===== src/rtl/motor_pwm_driver.sv =====
`default_nettype none
// ============================================================================
// Module      : motor_pwm_driver
// Description : Differential left/right motor PWM generator fed by the
//               steering PID stage. Each accepted correction is scaled,
//               mixed with a speed-level base duty and saturated to form
//               per-channel targets. Applied duties move toward their targets
//               by a bounded step, and only on the PWM wrap cycle. A watchdog
//               zeroes the targets when corrections stop arriving.
// Ports       :
//   clk            in   system clock
//   rst            in   asynchronous active-low reset
//   enable         in   motor enable, low forces the motors off
//   control_in     in   signed 16-bit steering correction
//   control_valid  in   one-cycle strobe qualifying control_in
//   speed_level    in   base speed 0-9 (10-15 behave as 9)
//   pwm_left/right out  registered PWM pins
//   duty_left/right out currently applied duty per channel
//   timeout        out  watchdog expired, held until the next control_valid
// Revision    : 1.0 - initial release
// ============================================================================
module motor_pwm_driver #(
    parameter int PWM_BITS    = 10,
    parameter int BASE_STEP   = 100,
    parameter int CORR_SHIFT  = 2,
    parameter int SLEW_STEP   = 64,
    parameter int WDOG_CYCLES = 5000000
) (
    input  logic                clk,
    input  logic                rst,
    input  logic                enable,
    input  logic signed [15:0]  control_in,
    input  logic                control_valid,
    input  logic [3:0]          speed_level,
    output logic                pwm_left,
    output logic                pwm_right,
    output logic [PWM_BITS-1:0] duty_left,
    output logic [PWM_BITS-1:0] duty_right,
    output logic                timeout
);

    localparam int c_WDOG_W = (WDOG_CYCLES > 2) ? $clog2(WDOG_CYCLES) : 1;
    localparam logic [c_WDOG_W-1:0] c_WDOG_LAST = c_WDOG_W'(WDOG_CYCLES - 1);
    localparam logic [c_WDOG_W-1:0] c_WDOG_PRE  = c_WDOG_W'(WDOG_CYCLES - 2);
    localparam logic [PWM_BITS-1:0] c_SLEW      = PWM_BITS'(SLEW_STEP);
    localparam logic signed [17:0]  c_DUTY_MAX  = 18'((1 << PWM_BITS) - 1);

    // ------------------------------------------------------------------
    // Stage 1: scale the correction and look up the base duty
    // ------------------------------------------------------------------
    logic [3:0]         w_speed;
    logic signed [15:0] r_corr;
    logic [15:0]        r_base;
    logic               r_v1;

    assign w_speed = (speed_level > 4'd9) ? 4'd9 : speed_level;

    always_ff @(posedge clk or negedge rst) begin
        if (!rst) begin
            r_corr <= '0;
            r_base <= '0;
            r_v1   <= 1'b0;
        end else begin
            r_v1 <= control_valid;
            if (control_valid) begin
                r_corr <= control_in >>> CORR_SHIFT;
                r_base <= 16'(w_speed * BASE_STEP);
            end
        end
    end

    // ------------------------------------------------------------------
    // Stage 2: differential mix in 18-bit signed, then clamp to duty range
    // ------------------------------------------------------------------
    logic signed [17:0] w_corr_x;
    logic signed [17:0] w_base_x;
    logic signed [17:0] w_raw_l;
    logic signed [17:0] w_raw_r;

    assign w_corr_x = {{2{r_corr[15]}}, r_corr};
    assign w_base_x = {2'b00, r_base};
    assign w_raw_l  = w_base_x + w_corr_x;
    assign w_raw_r  = w_base_x - w_corr_x;

    function automatic logic [PWM_BITS-1:0] f_sat(input logic signed [17:0] v);
        if (v < 18'sd0) begin
            return '0;
        end else if (v > c_DUTY_MAX) begin
            return '1;
        end else begin
            return v[PWM_BITS-1:0];
        end
    endfunction

    // ------------------------------------------------------------------
    // Loss-of-update watchdog
    // ------------------------------------------------------------------
    logic [c_WDOG_W-1:0] r_wdog;
    logic                r_timeout;
    logic                w_expire;

    // Fires once, on the cycle the idle count steps onto its last value.
    // A correction arriving the same cycle reloads the count instead.
    assign w_expire = !control_valid && (r_wdog == c_WDOG_PRE);

    always_ff @(posedge clk or negedge rst) begin
        if (!rst) begin
            r_wdog    <= '0;
            r_timeout <= 1'b0;
        end else begin
            if (control_valid) begin
                r_wdog <= '0;
            end else if (r_wdog != c_WDOG_LAST) begin
                r_wdog <= r_wdog + 1'b1;
            end

            if (control_valid) begin
                r_timeout <= 1'b0;
            end else if (w_expire) begin
                r_timeout <= 1'b1;
            end
        end
    end

    // ------------------------------------------------------------------
    // Target registers
    // ------------------------------------------------------------------
    logic [PWM_BITS-1:0] r_tgt_l;
    logic [PWM_BITS-1:0] r_tgt_r;

    always_ff @(posedge clk or negedge rst) begin
        if (!rst) begin
            r_tgt_l <= '0;
            r_tgt_r <= '0;
        end else if (w_expire) begin
            r_tgt_l <= '0;
            r_tgt_r <= '0;
        end else if (r_v1) begin
            r_tgt_l <= f_sat(w_raw_l);
            r_tgt_r <= f_sat(w_raw_r);
        end
    end

    // ------------------------------------------------------------------
    // PWM counter, slew-limited duties and output pins
    // ------------------------------------------------------------------
    logic [PWM_BITS-1:0] r_cnt;
    logic [PWM_BITS-1:0] r_duty_l;
    logic [PWM_BITS-1:0] r_duty_r;
    logic                r_pwm_l;
    logic                r_pwm_r;
    logic                w_wrap;

    assign w_wrap = &r_cnt;

    function automatic logic [PWM_BITS-1:0] f_slew(
        input logic [PWM_BITS-1:0] cur,
        input logic [PWM_BITS-1:0] tgt
    );
        if (tgt > cur) begin
            return ((tgt - cur) > c_SLEW) ? (cur + c_SLEW) : tgt;
        end else if (cur > tgt) begin
            return ((cur - tgt) > c_SLEW) ? (cur - c_SLEW) : tgt;
        end else begin
            return cur;
        end
    endfunction

    always_ff @(posedge clk or negedge rst) begin
        if (!rst) begin
            r_cnt <= '0;
        end else begin
            r_cnt <= r_cnt + 1'b1;
        end
    end

    // Duties only change on the wrap cycle so a period never sees two
    // different compare values; the target sampled here is the one held
    // before this edge, so a target written on the wrap waits a full period.
    always_ff @(posedge clk or negedge rst) begin
        if (!rst) begin
            r_duty_l <= '0;
            r_duty_r <= '0;
        end else if (!enable) begin
            r_duty_l <= '0;
            r_duty_r <= '0;
        end else if (w_wrap) begin
            r_duty_l <= f_slew(r_duty_l, r_tgt_l);
            r_duty_r <= f_slew(r_duty_r, r_tgt_r);
        end
    end

    always_ff @(posedge clk or negedge rst) begin
        if (!rst) begin
            r_pwm_l <= 1'b0;
            r_pwm_r <= 1'b0;
        end else begin
            r_pwm_l <= enable && (r_cnt < r_duty_l);
            r_pwm_r <= enable && (r_cnt < r_duty_r);
        end
    end

    assign pwm_left   = r_pwm_l;
    assign pwm_right  = r_pwm_r;
    // Reported duty drops to zero in the same cycle enable falls.
    assign duty_left  = enable ? r_duty_l : '0;
    assign duty_right = enable ? r_duty_r : '0;
    assign timeout    = r_timeout;

endmodule
`default_nettype wire

===== config.mk =====
export PLATFORM = sky130hd
export DESIGN_NAME = motor_pwm_driver
export DESIGN_NICKNAME = d
export VERILOG_FILES = /design/src/rtl/motor_pwm_driver.sv
export SDC_FILE = /design/constraint.sdc
export NUM_CORES = 1
export LEC_CHECK = 0
export BUFFER_PORTS_ARGS = -buffer_cell sky130_fd_sc_hd__buf_2
export CORE_UTILIZATION = 25
export DETAILED_ROUTE_END_ITERATION = 10
export GPL_ROUTABILITY_DRIVEN = 0
export SYNTH_ARGS = -nofsm -noshare
export SYNTH_HDL_FRONTEND = slang
export SYNTH_SLANG_ARGS = --single-unit

===== constraint.sdc =====
create_clock -name clk -period 3.2 [get_ports clk]
set_clock_uncertainty 0.05 [all_clocks]
set_input_delay 0.64 -clock clk [delete_from_list [all_inputs] [get_ports clk]]
set_output_delay 0.64 -clock clk [all_outputs]
set_load 0.02 [all_outputs]

==> impl_metrics.py, run 1 <==
metrics = {
    "critical_path": {
        "worstPathArrival_ns": 3.57,
        "crit_path_cell_trace": "ha_4 > fa_2 > xor2_1 > o2111ai_2 > nor4bb_1 > a21oi_1 > a2111oi_4 > a21oi_4 > buf_12 > or4_4 > a21oi_2",
        "path_max_fanout": 6,
        "cp-start-kind": "flop",
        "endpoint_kind": "flop",
        "reg2regPathDepth": 11,
        "cp_top_family": "compound AO/OA/AOI/OAI gates",
        "worstSetupPathType": "reg2reg",
        "critical_path_buf_inv_count": 1,
        "slowest_delay_ns": 0.51,
        "crit_slowest_cell": "or4_4",
        "cp.required_ns": 3.44,
        "crit_cells": 11,
    },
    "floorplan": {
        "core_area_um2": 31700,
        "initial_core_util_pct": 25.6,
        "die_w_um": 182,
        "fp.dieH_um": 182,
        "die_area_um2": 33200,
        "ioPinCount": 47,
        "fp-row-count": 65,
    },
    "layout": {
        "layout.nets": 1147,
        "multi_input_area_um2": 5250,
        "syn2layout_area_growth_pct": 17.8,
        "fillerInstances": 3392,
        "regArea_um2": 2500,
        "finalInstanceArea_um2": 9560,
        "drive_above_1_share_pct": 15.4,
        "final_core_util_pct": 30.1,
        "antenna_cells": 0,
    },
    "timing": {
        "tightest_slew_ns": 0.717,
        "tns_ns": -0.815,
        "relSlewSlack_pct": 52.2,
        "setup_viol": 9,
        "fin_crit_ns": 3.33,
        "period_share_pct": 104,
        "clock.fmax_mhz": 300,
        "final_hold_viol_count": 0,
        "rsz0062_at_grt": "true",
        "worst_slack_ns": -0.132,
        "drv_slew": 0,
        "hold_ws_ns": 0.261,
    },
    "flow_run": {
        "drv_cap": 0,
    },
    "routing": {
        "wl_per_cell_um": 14.6,
        "dr.max_layer_used": "met4",
        "drtIter0Drc": 466,
        "met1_length_mm": 11.0,
        "remaining_drc_errors": 0,
        "num_vias": 7064,
        "routed_wl_mm": 20.9,
        "drt_first_pass_iters": 5,
        "wl_met3_um": 709,
        "via_per_inst": 4.93,
        "met2_length_mm": 8.87,
        "postRouteAntennaNets": 0,
    },
    "yosys": {
        "synth_area_leaders": "dfrtp_1, ha_1, nor2_1",
        "ys_ff_latch": 100,
        "synth_common_cells": "dfrtp_1, ha_1, nor2_1",
        "netlist_instances": 957,
        "syn_area_um2": 8120,
        "yosysWarnings": 0,
        "netlist.area_leader.share_pct": 30.8,
        "synth_flop_cell": "dfrtp_1",
        "synth_most_common_cell": "dfrtp_1",
        "syn_avg_cell_area_um2": 8.49,
        "yosysSeqAreaShare_pct": 30.8,
        "synth_edf_count": 0,
        "synth_cell_types": 74,
        "async_flop_share_pct": 100,
        "synth.net_count": 1077,
        "synth_top_area_cell": "dfrtp_1",
    },
    "cts": {
        "clkTransAtPathRegs_ns": 0.08,
        "cts_tree": "built",
        "clk_path_buf_depth": 2,
        "cts_made_buffers": 9,
        "clock-sinks": 100,
        "h-tree-depth": 3,
        "root_buffer": "clkbuf_16",
        "clock_latency_ns": 0.37,
    },
    "global_routing": {
        "first_global_vias": 6920,
        "grt_max_degree": 64,
        "grt_pass1_wl_mm": 35.0,
        "track_usage_pct": 12.9,
        "overflow": 0,
        "antenna_found_initial": 0,
    },
    "placement": {
        "place_hpwl_mm": 16.0,
        "portBuffers": 44,
        "postPlaceCellArea_um2": 9020,
    },
    "power": {
        "peakVddDrop_v": 0.000291,
        "p_leak_nw": 4.32,
        "power_density_nw_per_um2": 470,
    },
    "run_status": {
        "status": "finished with violations",
        "violations": "setup timing",
    },
    "worst_hold_path": {
        "hold_class": "in2async",
    },
}
where the power goes:
group / switching, mW / total [mW] / internal (mW) / leakage, nW
combinational: 1.07 / 1.86 / 0.791 / 2.88
clock: 0.567 / 1.20 / 0.635 / 0.156
sequential: 0.0827 / 1.43 / 1.35 / 1.29
routing by layer:
metal | track usage (%) | up-vias
li1 | - | 3545
met1 | 18.5 | 3366
met2 | 19.7 | 132
met3 | 2.22 | 21
met4 | 3.56 | 0
met5 | 0 | -
cells by family (layout without fill, tap and decap cells):
family                   count (synthesis)  count (layout)  share of synthesized area [%]
AO/OA/AOI/OAI                          257             257                           21.1
XOR/XNOR                                61              61                           6.58
adder cells (fa/ha/maj)                 96              96                           15.2
buffers and inverters                  124             199                           6.02
flip-flops                             100             100                           30.8
multiplexers                            15              15                           2.00
AND/OR/NAND/NOR                        304             304                           18.3
final timing paths:
path,startpoint,to,slack [ns]
setup / recovery,r_duty_l[0],r_duty_l[3],-0.13
hold / removal,rst,r_duty_r[9],0.26
setup reg to reg,r_duty_l[0],r_duty_l[3],-0.13
hold reg to reg,timeout,timeout,0.43
max in group asynchronous,rst,r_duty_l[2],2.07
min in group clk,timeout,timeout,0.43
per-stage QoR:
stage / instances / setup WS (ns) / total power, mW
6_report: 1434 / -0.132 / 4.49
3_3_place_gp: 1407 / -0.0847 / 3.12
2_1_floorplan: 957 / 0.259 / 2.64
3_5_place_dp: 1407 / -0.107 / 3.14
4_1_cts: 1423 / 0.0342 / 4.39
5_1_grt: 1434 / -0.218 / 4.79
what timing repair did:
action                                  in CTS  in global routing
pin swaps                                    1                 14
hold buffers                                 0                  0
hold endpoints to repair                     0                  0
endpoints found under the setup margin       9                 35
resized for setup                            2                 29
buffers inserted                             0                 11
registers in the layout, summed over array words and instances, names as in the netlist, 9 cells and up:
| signal | flops |
|---|---|
| r_tgt_l | 10 |
| r_duty_r | 10 |
| r_duty_l | 10 |
| r_wdog | 23 |
| r_tgt_r | 10 |
| r_cnt | 10 |
| r_base | 9 |
| r_corr | 14 |
cells in the final DEF (no fill, tap or decap), drive strengths merged, types with 12 or more instances in the layout:
| cell type | n |
|---|---|
| o21ai | 64 |
| xnor2 | 35 |
| nand4 | 12 |
| a21oi | 60 |
| ha | 92 |
| nor2 | 88 |
| buf | 101 |
| dfrtp | 100 |
| xor2 | 26 |
| nor3 | 33 |
| a31oi | 12 |
| nand2 | 63 |
| nor2b | 16 |
| nand3 | 33 |
| a21o | 25 |
| inv | 85 |
cell type report:
class	count	area share, %
Multi-Input combinational cell	733	54.9
Sequential cell	100	26.2
Timing Repair Buffer	101	7.07
Tap cell	402	5.26
Inverter	82	3.22
Clock buffer	9	2.36
Clock inverter	7	1.06
Note: power is estimated with default switching activity, not from simulation.
==> run 2, diff against run 1 <==
--- a/config.mk
+++ b/config.mk
@@ -9,6 +9,7 @@
 export CORE_UTILIZATION = 25
 export DETAILED_ROUTE_END_ITERATION = 10
 export GPL_ROUTABILITY_DRIVEN = 0
+export REMOVE_ABC_BUFFERS = 1
 export SYNTH_ARGS = -nofsm -noshare
 export SYNTH_HDL_FRONTEND = slang
 export SYNTH_SLANG_ARGS = --single-unit
==> run 2 against run 1 <==
The run still ends with setup timing left. Worst setup slack better by 0.12 ns. Count of clock-buffer cells in the layout stayed put. Utilization is 0.24 points lower. Total power is 2.0% lower. Worst hold slack worse by 0.20 ns. Fmax is 3.9% higher. First-iteration DRC count is 8.4% lower. Combinational power hardly changed. Final cell count is 0.21% lower. Via count is 0.14% lower. Critical endpoint is now r_duty_l[2]. Highest routed layer unchanged.
==> impl_metrics.py, run 2 (synthesis gave the netlist of run 1 again) <==
metrics = {
    "cts": {
        "clkTransAtPathRegs_ns": 0.08,
        "root_buffer": "clkbuf_16",
        "cts_made_buffers": 9,
        "hold_buffers": 0,
        "h-tree-depth": 3,
        "clock-sinks": 100,
        "cts_tree": "built",
        "clk_path_buf_depth": 2,
        "clock_latency_ns": 0.37,
    },
    "floorplan": {
        "initial_core_util_pct": 25.6,
        "core_area_um2": 31700,
        "ioPinCount": 47,
        "fp-row-count": 65,
        "die_area_um2": 33200,
        "fp.dieH_um": 182,
        "die_w_um": 182,
    },
    "placement": {
        "postPlaceCellArea_um2": 9010,
        "dp_cells": 1406,
        "portBuffers": 44,
        "pre_cts_slack_ns": -0.0362,
        "place_hpwl_mm": 15.9,
    },
    "routing": {
        "postRouteAntennaNets": 0,
        "drt_first_pass_iters": 7,
        "via_per_inst": 4.93,
        "num_vias": 7054,
        "remaining_drc_errors": 0,
        "drtIter0Drc": 427,
        "routed_wl_mm": 20.7,
        "wl_per_cell_um": 14.4,
    },
    "layout": {
        "final_cells": 1431,
        "drive_above_1_share_pct": 14.6,
        "largest_reg_flops": 23,
        "finalInstanceArea_um2": 9490,
        "antenna_cells": 0,
        "syn2layout_area_growth_pct": 16.8,
        "largest-register": "r_wdog",
        "final_common_cell": "dfrtp_1",
        "layout.nets": 1144,
        "layout_common_cells": "dfrtp_1, ha_1, nor2_1",
        "biggestRegsByFlops": "r_wdog (23), r_corr (14)",
    },
    "timing": {
        "period_share_pct": 100,
        "relSlewSlack_pct": 56.5,
        "fin_crit_ns": 3.21,
        "drv_slew": 0,
        "worst_slack_ns": -0.00742,
        "tns_ns": -0.0139,
        "tightest_slew_ns": 0.652,
        "setup_viol": 2,
        "clock.fmax_mhz": 312,
        "rsz0062_at_grt": "true",
        "final_hold_viol_count": 0,
    },
    "run_status": {
        "status": "finished with violations",
        "violations": "setup timing",
    },
    "critical_path": {
        "crit_path_cell_trace": "ha_4 > fa_2 > xor2_1 > o2111ai_1 > nor4bb_1 > a21oi_1 > a2111oi_4 > a21oi_4 > buf_6 > or4_1 > a21oi_1",
        "reg2reg_to": "r_duty_l[2]",
        "slowest_delay_ns": 0.49,
        "endpoint_kind": "flop",
        "path_max_fanout": 6,
        "worstSetupPathType": "reg2reg",
        "crit_start": "r_duty_l[0]",
        "crit_top_cell": "a21oi_1",
        "cp_top_family": "compound AO/OA/AOI/OAI gates",
        "crit_slowest_cell": "or4_1",
        "worstPathArrival_ns": 3.44,
        "r2r-start": "r_duty_l[0]",
        "cp-start-kind": "flop",
        "critical_path_buf_inv_count": 1,
        "r2r_slack_ns": -0.007,
        "cp.required_ns": 3.43,
        "reg2regPathDepth": 11,
    },
    "global_routing": {
        "grt_pass1_wl_mm": 34.4,
        "grt_max_degree": 89,
        "track_usage_pct": 12.7,
        "first_global_vias": 6654,
        "overflow": 0,
        "antenna_found_initial": 0,
    },
    "power": {
        "peakVddDrop_v": 0.000269,
        "p_leak_nw": 4.29,
        "report.power.total_mw": 4.41,
        "power_density_nw_per_um2": 464,
    },
    "worst_hold_path": {
        "hold_class": "in2async",
    },
    "flow_run": {
        "drv_cap": 0,
    },
}
==> run 2: worst register-to-register path: stages, from the launching register on <==
cell and delay (ns):
dfrtp_1 0.42, ha_4 0.18, fa_2 0.41, xor2_1 0.16
o2111ai_1 0.15, nor4bb_1 0.31, a21oi_1 0.13, a2111oi_4 0.40
a21oi_4 0.14, buf_6 0.16, or4_1 0.49, a21oi_1 0.13
==> run 2: metal layers <==
metal  share of wire, %  vias to the layer above  track usage (%)
li1                   -                     3544                -
met2                 42                      155             18.9
met4               0.99                        0             3.09
met5                  0                        -                0
met3                4.8                       13             2.16
met1                 52                     3342             18.8
==> run 2: per-stage QoR <==
step / hold slack, ns / utilization [%]
final: 0.0658 / 29.9
after global routing: 0.0609 / 29.9
after CTS: 0.0624 / 29.5
after detailed placement: 0.424 / 28.4
after global placement: 0.412 / 28.4
after floorplan: 0.294 / -
==> run 2: what timing repair did <==
item,4_1_cts,5_1_grt
buffers inserted,0,9
pin swaps,0,9
endpoints found under the setup margin,9,31
resized for setup,2,21
==> run 2: how the worst max path moves through the flow <==
stage          slack [ns]     endpoint  cells after the start
6_report           -0.007  r_duty_l[2]                     11
5_1_grt             -0.11  r_duty_l[7]                     11
3_3_place_gp         0.03  r_duty_l[0]                     11
2_1_floorplan        0.17  r_duty_l[0]                     11
3_5_place_dp        -0.04  r_duty_l[4]                     11
4_1_cts              0.01  r_duty_l[3]                     11
==> run 2: where the power goes <==
group	leakage, nW	internal [mW]	switching, mW
combinational	2.85	0.775	1.06
sequential	1.29	1.35	0.0898
clock	0.151	0.561	0.571
total	4.29	2.69	1.72
==> run 2: area by class of cell <==
type / instances / area [µm²]
Clock buffer: 9 / 225
Clock inverter: 7 / 86.3
Fill cell: 3377 / 22200
Inverter: 82 / 308
Multi-Input combinational cell: 733 / 5210
Sequential cell: 100 / 2500
Tap cell: 402 / 503
Timing Repair Buffer: 98 / 648
==> run 3, diff against run 2 <==
--- a/config.mk
+++ b/config.mk
@@ -6,10 +6,13 @@
 export NUM_CORES = 1
 export LEC_CHECK = 0
 export BUFFER_PORTS_ARGS = -buffer_cell sky130_fd_sc_hd__buf_2
+export CAP_MARGIN = 25
+export CORE_MARGIN = 3
 export CORE_UTILIZATION = 25
 export DETAILED_ROUTE_END_ITERATION = 10
 export GPL_ROUTABILITY_DRIVEN = 0
 export REMOVE_ABC_BUFFERS = 1
+export SKIP_CTS_REPAIR_TIMING = 1
 export SYNTH_ARGS = -nofsm -noshare
 export SYNTH_HDL_FRONTEND = slang
 export SYNTH_SLANG_ARGS = --single-unit
==> run 3 against run 2 <==
The flow still finishes with violations (setup timing). Utilization up 0.093 points. Die area up 4.4%. Combinational power about the same. Via count down 2.2%. Critical path type unchanged. Critical endpoint is now r_duty_l[5].
==> impl_metrics.py, run 3 (synthesis gave the netlist of run 1 again) <==
metrics = {
    "layout": {
        "drive_above_1_share_pct": 15.0,
        "biggestRegsByFlops": "r_wdog (23), r_corr (14)",
        "largest_reg_flops": 23,
        "fillerInstances": 3362,
        "layout_common_cells": "dfrtp_1, nor2_1, ha_1",
        "largest-register": "r_wdog",
        "antenna_cells": 0,
        "final_common_cell": "dfrtp_1",
        "layout.nets": 1136,
        "syn2layout_area_growth_pct": 17.5,
    },
    "cts": {
        "cts_made_buffers": 9,
        "cts_tree": "built",
        "clock_latency_ns": 0.37,
        "clock-sinks": 100,
        "clk_path_buf_depth": 2,
        "root_buffer": "clkbuf_16",
        "clkTransAtPathRegs_ns": 0.08,
        "h-tree-depth": 3,
    },
    "floorplan": {
        "fp-row-count": 65,
        "ioPinCount": 47,
        "die_w_um": 186,
        "fp.dieH_um": 186,
        "initial_core_util_pct": 25.5,
        "core_area_um2": 31800,
        "die_area_um2": 34700,
    },
    "run_status": {
        "status": "finished with violations",
        "violations": "setup timing",
    },
    "timing": {
        "tightest_slew_ns": 0.637,
        "rsz0062_at_grt": "true",
        "clock.fmax_mhz": 311,
        "relSlewSlack_pct": 57.5,
        "worst_slack_ns": -0.0157,
        "drv_slew": 0,
        "period_share_pct": 100,
        "setup_viol": 2,
        "fin_crit_ns": 3.22,
        "tns_ns": -0.0235,
        "final_hold_viol_count": 0,
    },
    "critical_path": {
        "path_max_fanout": 6,
        "worstSetupPathType": "reg2reg",
        "r2r-start": "r_duty_l[0]",
        "worstPathArrival_ns": 3.45,
        "cp-start-kind": "flop",
        "endpoint_kind": "flop",
        "crit_end": "r_duty_l[5]",
        "reg2reg_to": "r_duty_l[5]",
        "reg2regPathDepth": 11,
        "r2r_slack_ns": -0.02,
        "cp.required_ns": 3.43,
        "crit_start": "r_duty_l[0]",
    },
    "routing": {
        "via_per_inst": 4.74,
        "wl_per_cell_um": 14.0,
        "num_vias": 6896,
        "routed_wl_mm": 20.4,
        "drt_first_pass_iters": 5,
        "postRouteAntennaNets": 0,
        "drtIter0Drc": 388,
        "remaining_drc_errors": 0,
    },
    "power": {
        "power_density_nw_per_um2": 461,
        "peakVddDrop_v": 0.000287,
        "p_leak_nw": 4.25,
    },
    "global_routing": {
        "first_global_vias": 6664,
        "grt_pass1_wl_mm": 34.2,
        "grt_max_degree": 88,
        "overflow": 0,
        "track_usage_pct": 11.9,
        "antenna_found_initial": 0,
    },
    "placement": {
        "portBuffers": 44,
        "pre_cts_slack_ns": -0.0202,
        "place_hpwl_mm": 15.6,
    },
    "flow_run": {
        "drv_cap": 0,
    },
    "worst_hold_path": {
        "hold_class": "in2async",
    },
}
[run 3: cell count changes in the layout (fill, tap and decap cells not counted), moves of 2 or more]
cell | before | now
ha_1 | 91 | 88
a21oi_2 | 4 | 6
buf_6 | 2 | 0
a21oi_1 | 55 | 53
buf_4 | 52 | 45
ha_2 | 0 | 3
[run 3: area by class of cell]
class | instances | area [µm²] | area share [%]
Clock buffer | 9 | 225 | 2.36
Clock inverter | 7 | 90.1 | 0.944
Inverter | 82 | 308 | 3.23
Multi-Input combinational cell | 733 | 5280 | 55.3
Sequential cell | 100 | 2500 | 26.2
Tap cell | 435 | 544 | 5.70
Timing Repair Buffer | 90 | 593 | 6.22
[run 3: worst min path at each step]
stage / from / endpoint / slack [ns] / depth (start not counted)
2_1_floorplan: rst / pwm_left / 0.29 / 0
3_3_place_gp: timeout / timeout / 0.41 / 1
3_5_place_dp: timeout / timeout / 0.42 / 1
4_1_cts: rst / r_duty_r[7] / 0.07 / 1
5_1_grt: rst / r_duty_r[7] / 0.07 / 1
6_report: rst / r_duty_r[7] / 0.08 / 1
[run 3: per-layer routing]
metal / wire, µm / up-vias / share of wire (%) / GRT usage [%]
li1: - / 3517 / - / -
met1: 10800 / 3242 / 53 / 17.9
met2: 8610 / 125 / 42 / 18.1
met3: 824 / 12 / 4.0 / 2.06
met4: 167 / 0 / 0.82 / 2.23
met5: 0 / - / 0 / 0
[run 3: through the flow]
step / cell area, µm² / instances / hold slack [ns] / util, % / total power [mW]
2_1_floorplan: 7940 / 915 / 0.294 / - / 2.59
3_3_place_gp: 9010 / 1433 / 0.415 / 28.3 / 3.10
3_5_place_dp: 9010 / 1433 / 0.424 / 28.3 / 3.11
4_1_cts: 9330 / 1449 / 0.0691 / 29.3 / 4.27
5_1_grt: 9540 / 1456 / 0.0742 / 30.0 / 4.69
6_report: 9540 / 1456 / 0.0789 / 30.0 / 4.39
[run 3: power breakdown]
| part | internal [mW] | total (mW) | switching [mW] |
|---|---|---|---|
| combinational | 0.768 | 1.82 | 1.05 |
| clock | 0.560 | 1.13 | 0.571 |
| sequential | 1.35 | 1.44 | 0.0907 |
[run 3: critical path, stage by stage (launching register included)]
cell	delay [ns]
dfrtp_1	0.41
ha_4	0.18
fa_2	0.42
xor2_2	0.15
o2111ai_2	0.16
nor4bb_2	0.35
a21oi_2	0.09
a2111oi_4	0.39
a21oi_4	0.12
buf_12	0.15
or4_4	0.50
a21oi_2	0.16
